### config.mk
export PLATFORM = sky130hd
export DESIGN_NAME = fifo_sched
export DESIGN_NICKNAME = d
export VERILOG_FILES = /design/src/rtl/fifo_sched.sv
export SDC_FILE = /design/constraint.sdc
export NUM_CORES = 1
export LEC_CHECK = 0
export BUFFER_PORTS_ARGS = -buffer_cell sky130_fd_sc_hd__buf_2
export CAP_MARGIN = 20
export CORE_MARGIN = 2
export CORE_UTILIZATION = 47
export DETAILED_ROUTE_END_ITERATION = 12
export GPL_TIMING_DRIVEN = 0
export HOLD_SLACK_MARGIN = 0.06
export PLACE_DENSITY_LB_ADDON = 0.1
export SLEW_MARGIN = 20
export SYNTH_ARGS = -nofsm -noshare
export SYNTH_HDL_FRONTEND = slang
export SYNTH_SLANG_ARGS = --single-unit
### constraint.sdc
create_clock -name clk -period 3.07 [get_ports clk]
set_input_delay 0 -clock clk [delete_from_list [all_inputs] [get_ports clk]]
set_output_delay 0 -clock clk [all_outputs]
set_load 0.1 [all_outputs]
### src/rtl/fifo_sched.sv
// Four-queue to four-queue word scheduler with watermark ownership and init/error sequencing.
// Define FIFO_SCHED_PRIO_EN for fixed priority (queue 0 highest) instead of round-robin.
module fifo_sched #(
    parameter int DATA_BITS = 10,
    parameter int ADDR_BITS = 3,
    parameter int DEF_HIGH  = 6,
    parameter int DEF_LOW   = 1
) (
    input  logic                   clk,
    input  logic                   reset,
    input  logic                   init,
    input  logic [ADDR_BITS-1:0]   cfg_high_limit,
    input  logic [ADDR_BITS-1:0]   cfg_low_limit,
    input  logic [3:0]             in_empty,
    input  logic [4*DATA_BITS-1:0] in_data,
    input  logic [3:0]             out_almost_full,
    input  logic [7:0]             fifo_error,
    output logic [3:0]             pop,
    output logic [3:0]             push,
    output logic [DATA_BITS-1:0]   out_data,
    output logic [ADDR_BITS-1:0]   high_limit_out,
    output logic [ADDR_BITS-1:0]   low_limit_out,
    output logic [2:0]             state_out,
    output logic                   idle_out,
    output logic                   error_out
);

    localparam logic [2:0] ST_RESET  = 3'd0;
    localparam logic [2:0] ST_INIT   = 3'd1;
    localparam logic [2:0] ST_IDLE   = 3'd2;
    localparam logic [2:0] ST_ACTIVE = 3'd3;
    localparam logic [2:0] ST_ERROR  = 3'd4;

    logic [2:0]           state_reg, state_next;
    logic                 v1_reg, v2_reg;
    logic [1:0]           sel_reg;
    logic [3:0]           push_reg;
    logic [DATA_BITS-1:0] out_data_reg;
    logic [ADDR_BITS-1:0] high_reg, low_reg;
    logic                 error_reg;

    logic                 pop_allowed;
    logic                 grant_valid;
    logic [1:0]           grant_idx;
    logic [1:0]           scan_idx;
    logic [1:0]           start;
    logic [3:0]           pop_next;
    logic                 err_hit;

    logic [DATA_BITS-1:0] words [4];
    logic [DATA_BITS-1:0] sel_word;
    logic [1:0]           dest;

    for (genvar gi = 0; gi < 4; gi++) begin : g_words
        assign words[gi] = in_data[gi*DATA_BITS +: DATA_BITS];
    end

    assign sel_word = words[sel_reg];
    assign dest     = sel_word[DATA_BITS-1 -: 2];

`ifdef FIFO_SCHED_PRIO_EN
    assign start = 2'd0;
`else
    logic [1:0] rr_reg;

    always_ff @(posedge clk or negedge reset) begin
        if (!reset) begin
            rr_reg <= 2'd0;
        end else if (grant_valid) begin
            rr_reg <= grant_idx + 2'd1;
        end
    end

    assign start = rr_reg;
`endif

    // Gating on reset keeps the Mealy pop low during an asynchronous reset.
    assign pop_allowed = reset && !init && (fifo_error == 8'h00) && (out_almost_full == 4'h0) &&
                         ((state_reg == ST_ACTIVE) ||
                          ((state_reg == ST_IDLE) && (in_empty != 4'hF)));

    always_comb begin
        grant_valid = 1'b0;
        grant_idx   = 2'd0;
        scan_idx    = 2'd0;
        pop_next    = 4'h0;
        if (pop_allowed) begin
            for (int k = 0; k < 4; k++) begin
                scan_idx = start + 2'(k);
                if (!grant_valid && !in_empty[scan_idx]) begin
                    grant_valid = 1'b1;
                    grant_idx   = scan_idx;
                end
            end
        end
        pop_next[grant_idx] = grant_valid;
    end

    assign err_hit = (state_reg != ST_RESET) && (fifo_error != 8'h00);

    always_comb begin
        state_next = state_reg;
        if (err_hit) begin
            state_next = ST_ERROR;
        end else begin
            case (state_reg)
                ST_RESET:  state_next = ST_INIT;
                ST_INIT:   if (!init) state_next = ST_IDLE;
                ST_IDLE: begin
                    if (init)                    state_next = ST_INIT;
                    else if (in_empty != 4'hF)   state_next = ST_ACTIVE;
                end
                ST_ACTIVE: begin
                    if (init)                    state_next = ST_INIT;
                    else if (in_empty == 4'hF)   state_next = ST_IDLE;
                end
                ST_ERROR:  state_next = ST_ERROR;
                default:   state_next = ST_ERROR;
            endcase
        end
    end

    always_ff @(posedge clk or negedge reset) begin
        if (!reset) begin
            state_reg    <= ST_RESET;
            v1_reg       <= 1'b0;
            v2_reg       <= 1'b0;
            sel_reg      <= 2'd0;
            push_reg     <= 4'h0;
            out_data_reg <= '0;
            high_reg     <= ADDR_BITS'(DEF_HIGH);
            low_reg      <= ADDR_BITS'(DEF_LOW);
            error_reg    <= 1'b0;
        end else begin
            state_reg <= state_next;
            if (state_reg == ST_INIT) begin
                high_reg <= cfg_high_limit;
                low_reg  <= cfg_low_limit;
            end
            // Entering or sitting in ERROR flushes whatever is still in flight.
            if (state_next == ST_ERROR) begin
                v1_reg    <= 1'b0;
                v2_reg    <= 1'b0;
                push_reg  <= 4'h0;
                error_reg <= 1'b1;
            end else begin
                v1_reg   <= grant_valid;
                sel_reg  <= grant_idx;
                v2_reg   <= v1_reg;
                push_reg <= v1_reg ? (4'b0001 << dest) : 4'h0;
                if (v1_reg) begin
                    out_data_reg <= sel_word;
                end
            end
        end
    end

    assign pop            = pop_next;
    assign push           = push_reg;
    assign out_data       = out_data_reg;
    assign high_limit_out = high_reg;
    assign low_limit_out  = low_reg;
    assign state_out      = state_reg;
    assign idle_out       = (state_reg == ST_IDLE) && !v1_reg && !v2_reg;
    assign error_out      = error_reg;

endmodule

==> results of run 1 <==
power by group:
group	total, mW	switching [mW]	internal, mW
combinational	0.0878	0.0361	0.0516
sequential	0.396	0.000327	0.395
clock	0.241	0.130	0.111
total	0.724	0.166	0.558
synth_stat cells:
library cell                count
sky130_fd_sc_hd__a2111oi_4      1
sky130_fd_sc_hd__a21o_1         1
sky130_fd_sc_hd__a21oi_1        1
sky130_fd_sc_hd__a21oi_2        1
sky130_fd_sc_hd__and2_1         4
sky130_fd_sc_hd__and3_1         1
sky130_fd_sc_hd__and4_1         1
sky130_fd_sc_hd__buf_2          1
sky130_fd_sc_hd__buf_6          2
sky130_fd_sc_hd__clkbuf_1       1
sky130_fd_sc_hd__dfrtp_1       27
sky130_fd_sc_hd__dfstp_2        3
sky130_fd_sc_hd__ha_1           4
sky130_fd_sc_hd__inv_1          2
sky130_fd_sc_hd__mux2_2        18
sky130_fd_sc_hd__mux2i_1        1
sky130_fd_sc_hd__mux4_2        10
sky130_fd_sc_hd__nand2b_1       2
sky130_fd_sc_hd__nand4_2        1
sky130_fd_sc_hd__nor2_1         4
sky130_fd_sc_hd__nor2_4         2
sky130_fd_sc_hd__nor2b_1        3
sky130_fd_sc_hd__nor3_1         1
sky130_fd_sc_hd__nor3b_2        1
sky130_fd_sc_hd__nor4_1         2
sky130_fd_sc_hd__nor4_4         2
sky130_fd_sc_hd__nor4b_1        3
sky130_fd_sc_hd__nor4b_4        1
sky130_fd_sc_hd__o211ai_1       1
sky130_fd_sc_hd__o21ai_0        2
sky130_fd_sc_hd__o221a_2        1
sky130_fd_sc_hd__o2bb2ai_1      1
sky130_fd_sc_hd__or2_0          1
sky130_fd_sc_hd__or2_1          2
sky130_fd_sc_hd__or2b_1         1
sky130_fd_sc_hd__or3_1          2
layout make-up:
type / count / area share [%]
clock buffers: 7 / 2.34
well taps: 46 / 2.45
repair buffers: 104 / 24.6
inverters: 2 / 0.319
multi-input cells: 76 / 36.7
flip-flops and latches: 30 / 32.1
plain buffers: 4 / 1.33
clock inverters: 1 / 0.213
routing by layer:
metal / share of wire (%) / GRT usage, % / vias to the layer above / wire length [um]
li1: - / - / 649 / -
met1: 36 / 21.9 / 676 / 1400
met2: 58 / 42.7 / 42 / 2210
met3: 5.1 / 7.14 / 4 / 197
met4: 0.83 / 5.71 / 0 / 32
met5: 0 / 0 / - / 0
worst min-delay path, cell delays in order:
cell,delay (ns)
sky130_fd_sc_hd__buf_2,0.07
sky130_fd_sc_hd__nor4b_1,0.05
sky130_fd_sc_hd__nand4_2,0.16
sky130_fd_sc_hd__nor2_4,0.08
worst max-delay path by stage:
stage / start / to / depth (start not counted)
final: fifo_error[7] / pop[2] / 10
after global routing: fifo_error[7] / pop[1] / 10
after CTS: reset / pop[2] / 9
after detailed placement: reset / rr_reg[1]$_DFFE_PN0P_ / 7
after global placement: reset / rr_reg[1]$_DFFE_PN0P_ / 7
after floorplan: state_out[1]$_DFF_PN0_ / idle_out / 2
metrics by stage:
step           worst slack (ns)  hold WS (ns)  power (mW)  util, %
2_1_floorplan             0.154        -0.296       0.426        -
3_3_place_gp              0.679        0.0615       0.477     64.8
3_5_place_dp              0.589        0.0677       0.481     64.8
4_1_cts                   0.108        0.0632       0.732     69.3
5_1_grt                  0.0637        0.0669       0.768     69.9
6_report                  0.218        0.0801       0.724     69.9
repair_timing:
| item | CTS | global route |
|---|---|---|
| endpoints found under the hold margin | 36 | 1 |
| hold buffers | 9 | 2 |
| buffers inserted | 0 | 0 |
| gates resized for setup | 0 | 1 |
| endpoints found under the setup margin | 0 | 4 |
kinds of logic after synthesis:
family	after synthesis
and+or+nand+nor	34
muxes	29
buffers and inverters	6
DFF	30
adders and majority gates	4
AOI/OAI and AO/OA	9
==> summary.txt, run 1 <==
=====================================================================================================
Syn Inst Count                                                                                    112
Post-Layout Cell Count                                                                            270
Hold endpoint                                                                            v1_reg$_DFF_PN0_
Clock tree root driver cell                                                              sky130_fd_sc_hd__clkbuf_4
Terminus of the critical flop-to-flop path                                               rr_reg[1]$_DFFE_PN0P_
Hold_sp                                                                                  out_almost_full[3]
Hold Path Depth                                                                                     4
Relative max-transition margin                                                                  67.1%
Placed cells                                                                                      251
Detail-routed net length per standard cell                                                    14.2 um
Area Overhead vs Synth                                                                          42.5%
Number of global-route vias before repair                                                        1508
Status                                                                                      completed
Path type of the worst min-delay path                                                          in2reg
Post-synthesis compound-gate area fraction                                                      5.23%
DRC violation count after routing                                                                   0
Family with the most delay on the worst path                                             buffers and inverters
Total standard cell area after synthesis                                                     1650 um2
Area of the die                                                                              4000 um2
Worst stage delay on the critical path                                                        0.61 ns
Proportion of netlist area held by the largest area contributor                                 40.9%
Placed wire-length estimate                                                                   2.94 mm
Post-synthesis cell type with the largest combined area                                  sky130_fd_sc_hd__dfrtp_1
Layout Skew                                                                                0.00464 ns
Area share of xor/xnor cells in the synthesized design                                             0%
Type of the worst setup path                                                                   in2out
Period utilization                                                                              92.9%
Critical-path cell with the highest stage delay                                          sky130_fd_sc_hd__dlygate4sd3_1
RSZ-0062 raised after global routing                                                            false
Most frequent standard cell in the layout excluding fill and tap cells                   sky130_fd_sc_hd__buf_2
Commonest cells after routing, fill and taps aside                                       93 x sky130_fd_sc_hd__buf_2, 27 x sky130_fd_sc_hd__dfrtp_1, 18 x sky130_fd_sc_hd__mux2_2
CP startpoint kind                                                                          input pin
Initial Utilization                                                                             49.1%
Number of placed I/O pins                                                                          94
Die height                                                                                    63.3 um
Fraction of layout cells with a size suffix above 1                                             64.7%
Buffer and inverter count on the worst path                                                         4
Total core area                                                                              3360 um2
Data arrival time of the critical path                                                        2.85 ns
Number of synthesis warnings                                                                        0
Top cells by area in the synthesized netlist                                             sky130_fd_sc_hd__dfrtp_1 41%, sky130_fd_sc_hd__mux4_2 14%, sky130_fd_sc_hd__mux2_2 12%
Setup tns final                                                                                  0 ns
Post-synthesis share of cell area spent on full adders, half adders and majority gates          3.03%
CP endpoint kind                                                                          output port
DRC violation total after the first TritonRoute iteration                                          30
Library cells used by synthesis                                                                    36
Final-report hold violation count                                                                   0
Remaining Overflow, GRT                                                                             0
Critical path fanouts, max                                                                          3
TritonCTS Buffers                                                                                   5
Combinational family with the most area after synthesis                                  multiplexers
Routed Wire Length                                                                            3.84 mm
Overall via count from detail_route                                                              1371
Worst-path clk slew                                                                           0.09 ns
Critical register-to-register path startpoint                                            state_out[2]$_DFF_PN0_
Final count of negative-setup-slack endpoints                                                       0
Per-instance average area after synthesis                                                    14.7 um2
Final-layout fill cell count                                                                      269
Number of synthesized register bits                                                                30
Portion of the post-synthesis area used by sequential elements                                  45.7%
Diode insertion count for antenna repair                                                            0
Quantity of I/O buffers inserted on ports                                                          93
Slew @ Worst Pin                                                                             0.498 ns
Number of flip-flops in the largest register                                                       10
Slack of the worst reg-to-reg path                                                            0.89 ns
Power density of the placed cells                                                          308 nW/um2
Std cell rows                                                                                      21
Net count of the mapped netlist                                                                   181
CTS tree                                                                                          yes
Final standard cell area without fillers                                                     2350 um2
Clock Path Buffers                                                                                  2
Gpl congestion                                                                                  0.738
Worst-path cell chain                                                                    dlygate4sd3_1 > buf_2 > nor4_4 > dlygate4sd3_1 > nand4_2 > or2_1 > or2_1 > ha_1 > and2_1 > buf_2
First-pass GRT wire length                                                                    6.69 mm
Number of antenna violations at the first check in global routing                                   0
Peak Freq                                                                                     351 MHz
H-tree depth                                                                                        2
Final critical delay including setup and external delays                                      2.85 ns
Vias per cell                                                                                    5.08
Residual antenna-violating net count after detailed routing                                         0
Aggregate global-route resource usage                                                           21.8%
Data required, critical path                                                                  3.07 ns
Area of combinational cells with multiple inputs                                              863 um2
Die Width                                                                                     63.3 um
Share of cell area taken by muxes after synthesis                                               26.5%
Worst-case reg-to-reg path depth                                                                    6
Largest net degree at the start of global routing                                                  32
Static Leak                                                                                   1.19 nW
Number of sinks handled by clock tree synthesis                                                    30
Clock latency of the later-clocked register in the worst-skew pair                            0.32 ns
Area taken by flip-flops and latches                                                          754 um2
Max VDD drop                                                                                   187 uV
Placement Cell Area                                                                          2180 um2
Final slew viol count                                                                               0
Max-capacitance violation count                                                                     0
Simple logic cell fraction of the synthesized area                                              17.1%
Number of nets in the final layout                                                                292
DR pass1 iterations                                                                                 4
=====================================================================================================
Note: power is estimated with default switching activity, not from simulation.
==> run 2, diff against run 1 <==
Settings changed: CORE_UTILIZATION 47 to 49, CTS_BUF_LIST set to sky130_fd_sc_hd__clkbuf_8.
==> run 2 against run 1 <==
  * Largest cell class unchanged
  * Via count fell by 0.51%
  * Routed wire length fell by 3.9%
  * Final area fell by 0.32%
  * Critical path depth fell by 1
==> summary.txt, run 2 (synthesis results as in run 1) <==
=====================================================================================
Clock Path Buffers                                                                  2   unchanged
Total core area                                                              3280 um2   -2.3%
Die Width                                                                     62.0 um   -1.9%
Largest net degree at the start of global routing                                  32   unchanged
Layout Skew                                                                0.00383 ns   -0.000812 ns
CTS tree                                                                          yes
H-tree depth                                                                        2   unchanged
Slew @ Worst Pin                                                             0.498 ns   +0.000929 ns
Routed Wire Length                                                            3.69 mm   -3.9%
GR Util met1                                                                    20.5%   -1.4 points
Comb power frac                                                                 10.9%   -1.2 points
Residual antenna-violating net count after detailed routing                         0   unchanged
Remaining Overflow, GRT                                                             0   unchanged
Power density of the placed cells                                          334 nW/um2   +8.3%
Overall via count from detail_route                                              1364   -0.51%
Data arrival time of the critical path                                        2.70 ns   -0.15 ns
Worst-path cell chain                                                    dlygate4sd3_1 > clkbuf_4 > nor4b_1 > nand4_2 > or2_1 > nor2_1 > ha_1 > and2_1 > buf_2
Diode insertion count for antenna repair                                            0   unchanged
Final-layout fill cell count                                                      254   -5.6%
Final critical delay including setup and external delays                      2.70 ns   -0.154 ns
Final count of negative-setup-slack endpoints                                       0   unchanged
Max VDD drop                                                                   281 uV   +51%
Buffer and inverter count on the worst path                                         3   -1
Number of global-route vias before repair                                        1347   -11%
Worst-path clk slew                                                           0.06 ns   -0.03 ns
Part of the power in registers                                                  50.7%   -3.9 points
Std cell rows                                                                      21   unchanged
Peak Freq                                                                     371 MHz   +5.7%
Most Used Layer, Global Route                                                    met2
Detail-routed net length per standard cell                                    13.9 um   -2.1%
Critical-path cell with the highest stage delay                          sky130_fd_sc_hd__dlygate4sd3_1
Path type of the worst min-delay path                                          in2reg
Aggregate global-route resource usage                                           21.9%   +0.040 points
RSZ-0062 raised after global routing                                            false
Quantity of I/O buffers inserted on ports                                          93   unchanged
GRT met2 Usage                                                                  42.0%   -0.72 points
Critical path fanouts, max                                                         31   +28
DR pass1 iterations                                                                 4   unchanged
Max-capacitance violation count                                                     0   unchanged
Period utilization                                                              87.9%   -5.0 points
Number of antenna violations at the first check in global routing                   0   unchanged
Clock tree root driver cell                                              sky130_fd_sc_hd__clkbuf_8
Clock latency of the later-clocked register in the worst-skew pair            0.28 ns   -0.04 ns
Switching share of power                                                        21.0%   -2.0 points
Grt met3 use                                                                    7.87%   +0.72 points
Worst stage delay on the critical path                                        0.53 ns   -0.08 ns
Commonest cells after routing, fill and taps aside                       93 x sky130_fd_sc_hd__buf_2, 27 x sky130_fd_sc_hd__dfrtp_1, 18 x sky130_fd_sc_hd__mux2_2
Number of nets in the final layout                                                289   -1.0%
Clock network fraction of total power                                           38.4%   +5.2 points
Number of sinks handled by clock tree synthesis                                    30   unchanged
Gpl congestion                                                                  0.712   -3.4%
CP endpoint kind                                                          output port
Relative max-transition margin                                                  67.0%   about the same
Most frequent standard cell in the layout excluding fill and tap cells   sky130_fd_sc_hd__buf_2
Net switching power of the design                                            0.164 mW   -1.3%
Initial Utilization                                                             50.2%   +1.2 points
Die height                                                                    62.0 um   -1.9%
TritonCTS Buffers                                                                   5   unchanged
Setup tns final                                                                  0 ns   unchanged
Status                                                                      completed
Data required, critical path                                                  3.07 ns   about the same
Final slew viol count                                                               0   unchanged
CP startpoint kind                                                          input pin
Slack of the worst reg-to-reg path                                            0.92 ns   +0.03 ns
DRC violation total after the first TritonRoute iteration                          26   -13%
Number of placed I/O pins                                                          94   unchanged
Static Leak                                                                   1.19 nW   -0.60%
First-pass GRT wire length                                                    5.82 mm   -13%
Placed wire-length estimate                                                   2.87 mm   -2.3%
Area of the die                                                              3850 um2   -3.8%
Fraction of layout cells with a size suffix above 1                             65.8%   +1.0 points
Vias per cell                                                                    5.15   +1.4%
Family with the most delay on the worst path                             buffers and inverters
DRC violation count after routing                                                   0   unchanged
Final-report hold violation count                                                   0   unchanged
P_int                                                                        0.618 mW   +11%
Type of the worst setup path                                                   in2out
Area Overhead vs Synth                                                          42.1%
Number of flip-flops in the largest register                                       10   unchanged
Layout Utilization                                                              71.4%   +1.4 points
=====================================================================================
-- run 2: changes by cell type in the layout (fill, tap and decap cells not counted) --
cell                            previous run  this run
sky130_fd_sc_hd__clkinv_2                  1         0
sky130_fd_sc_hd__clkbuf_1                  2         1
sky130_fd_sc_hd__clkbuf_8                  1         6
sky130_fd_sc_hd__dlygate4sd3_1            11         8
sky130_fd_sc_hd__clkbuf_4                  6         1
-- run 2: worst paths after layout --
check | depth (start not counted) | from | end
min reg2reg | 1 | error_out$_DFFE_PN0N_ | error_out$_DFFE_PN0N_
max | 9 | reset | pop[1]
max reg2reg | 6 | state_out[2]$_DFF_PN0_ | rr_reg[1]$_DFFE_PN0P_
max in group asynchronous | 2 | reset | high_limit_out[2]$_DFFE_PN1P_
min | 4 | fifo_error[6] | v1_reg$_DFF_PN0_
min in group asynchronous | 2 | reset | out_data[0]$_DFFE_PN0P_
-- run 2: metrics by stage --
step / hold slack (ns) / total power [mW] / cell area, um2 / std cells / setup WS [ns]
2_1_floorplan: -0.296 / 0.426 / 1660 / 112 / 0.154
3_3_place_gp: 0.0606 / 0.477 / 2180 / 251 / 0.683
3_5_place_dp: 0.0703 / 0.481 / 2180 / 251 / 0.676
4_1_cts: 0.112 / 0.792 / 2340 / 265 / 0.164
5_1_grt: 0.132 / 0.820 / 2340 / 265 / 0.0890
6_report: 0.118 / 0.782 / 2340 / 265 / 0.372
-- run 2: timing repair --
action                                  CTS  global route
buffers inserted                          0             0
endpoints found under the setup margin    0             4
resized for setup                         0             1
hold endpoints to repair                 35             0
hold buffers                              8             0
-- run 2: area by class of cell --
cell class | count | area [um2] | share of cell area [%]
timing repair buffer | 101 | 548 | 23.4
inverter | 2 | 7.51 | 0.320
tap | 46 | 57.6 | 2.45
sequential | 30 | 754 | 32.2
buffer | 4 | 31.3 | 1.33
clock buffer | 6 | 82.6 | 3.52
multi-input combinational | 76 | 863 | 36.8
-- run 2: metal layers --
metal	wire length [um]	part of all wire, %
met3	271	7.3
met1	1270	34
met4	64	1.7
met2	2090	57
met5	0	0
-- run 2: tightest hold or removal path: stages --
cell                      delay, ns
sky130_fd_sc_hd__buf_2         0.10
sky130_fd_sc_hd__nor4_4        0.04
sky130_fd_sc_hd__nand4_2       0.12
sky130_fd_sc_hd__nor2_4        0.08
-- run 2: power groups by stage --
stage / logic (mW) / registers [mW] / clock network (mW)
2_1_floorplan: 0.0197 / 0.406 / 0
3_3_place_gp: 0.0732 / 0.403 / 0
3_5_place_dp: 0.0776 / 0.403 / 0
4_1_cts: 0.0856 / 0.396 / 0.310
5_1_grt: 0.0941 / 0.396 / 0.329
6_report: 0.0848 / 0.397 / 0.301
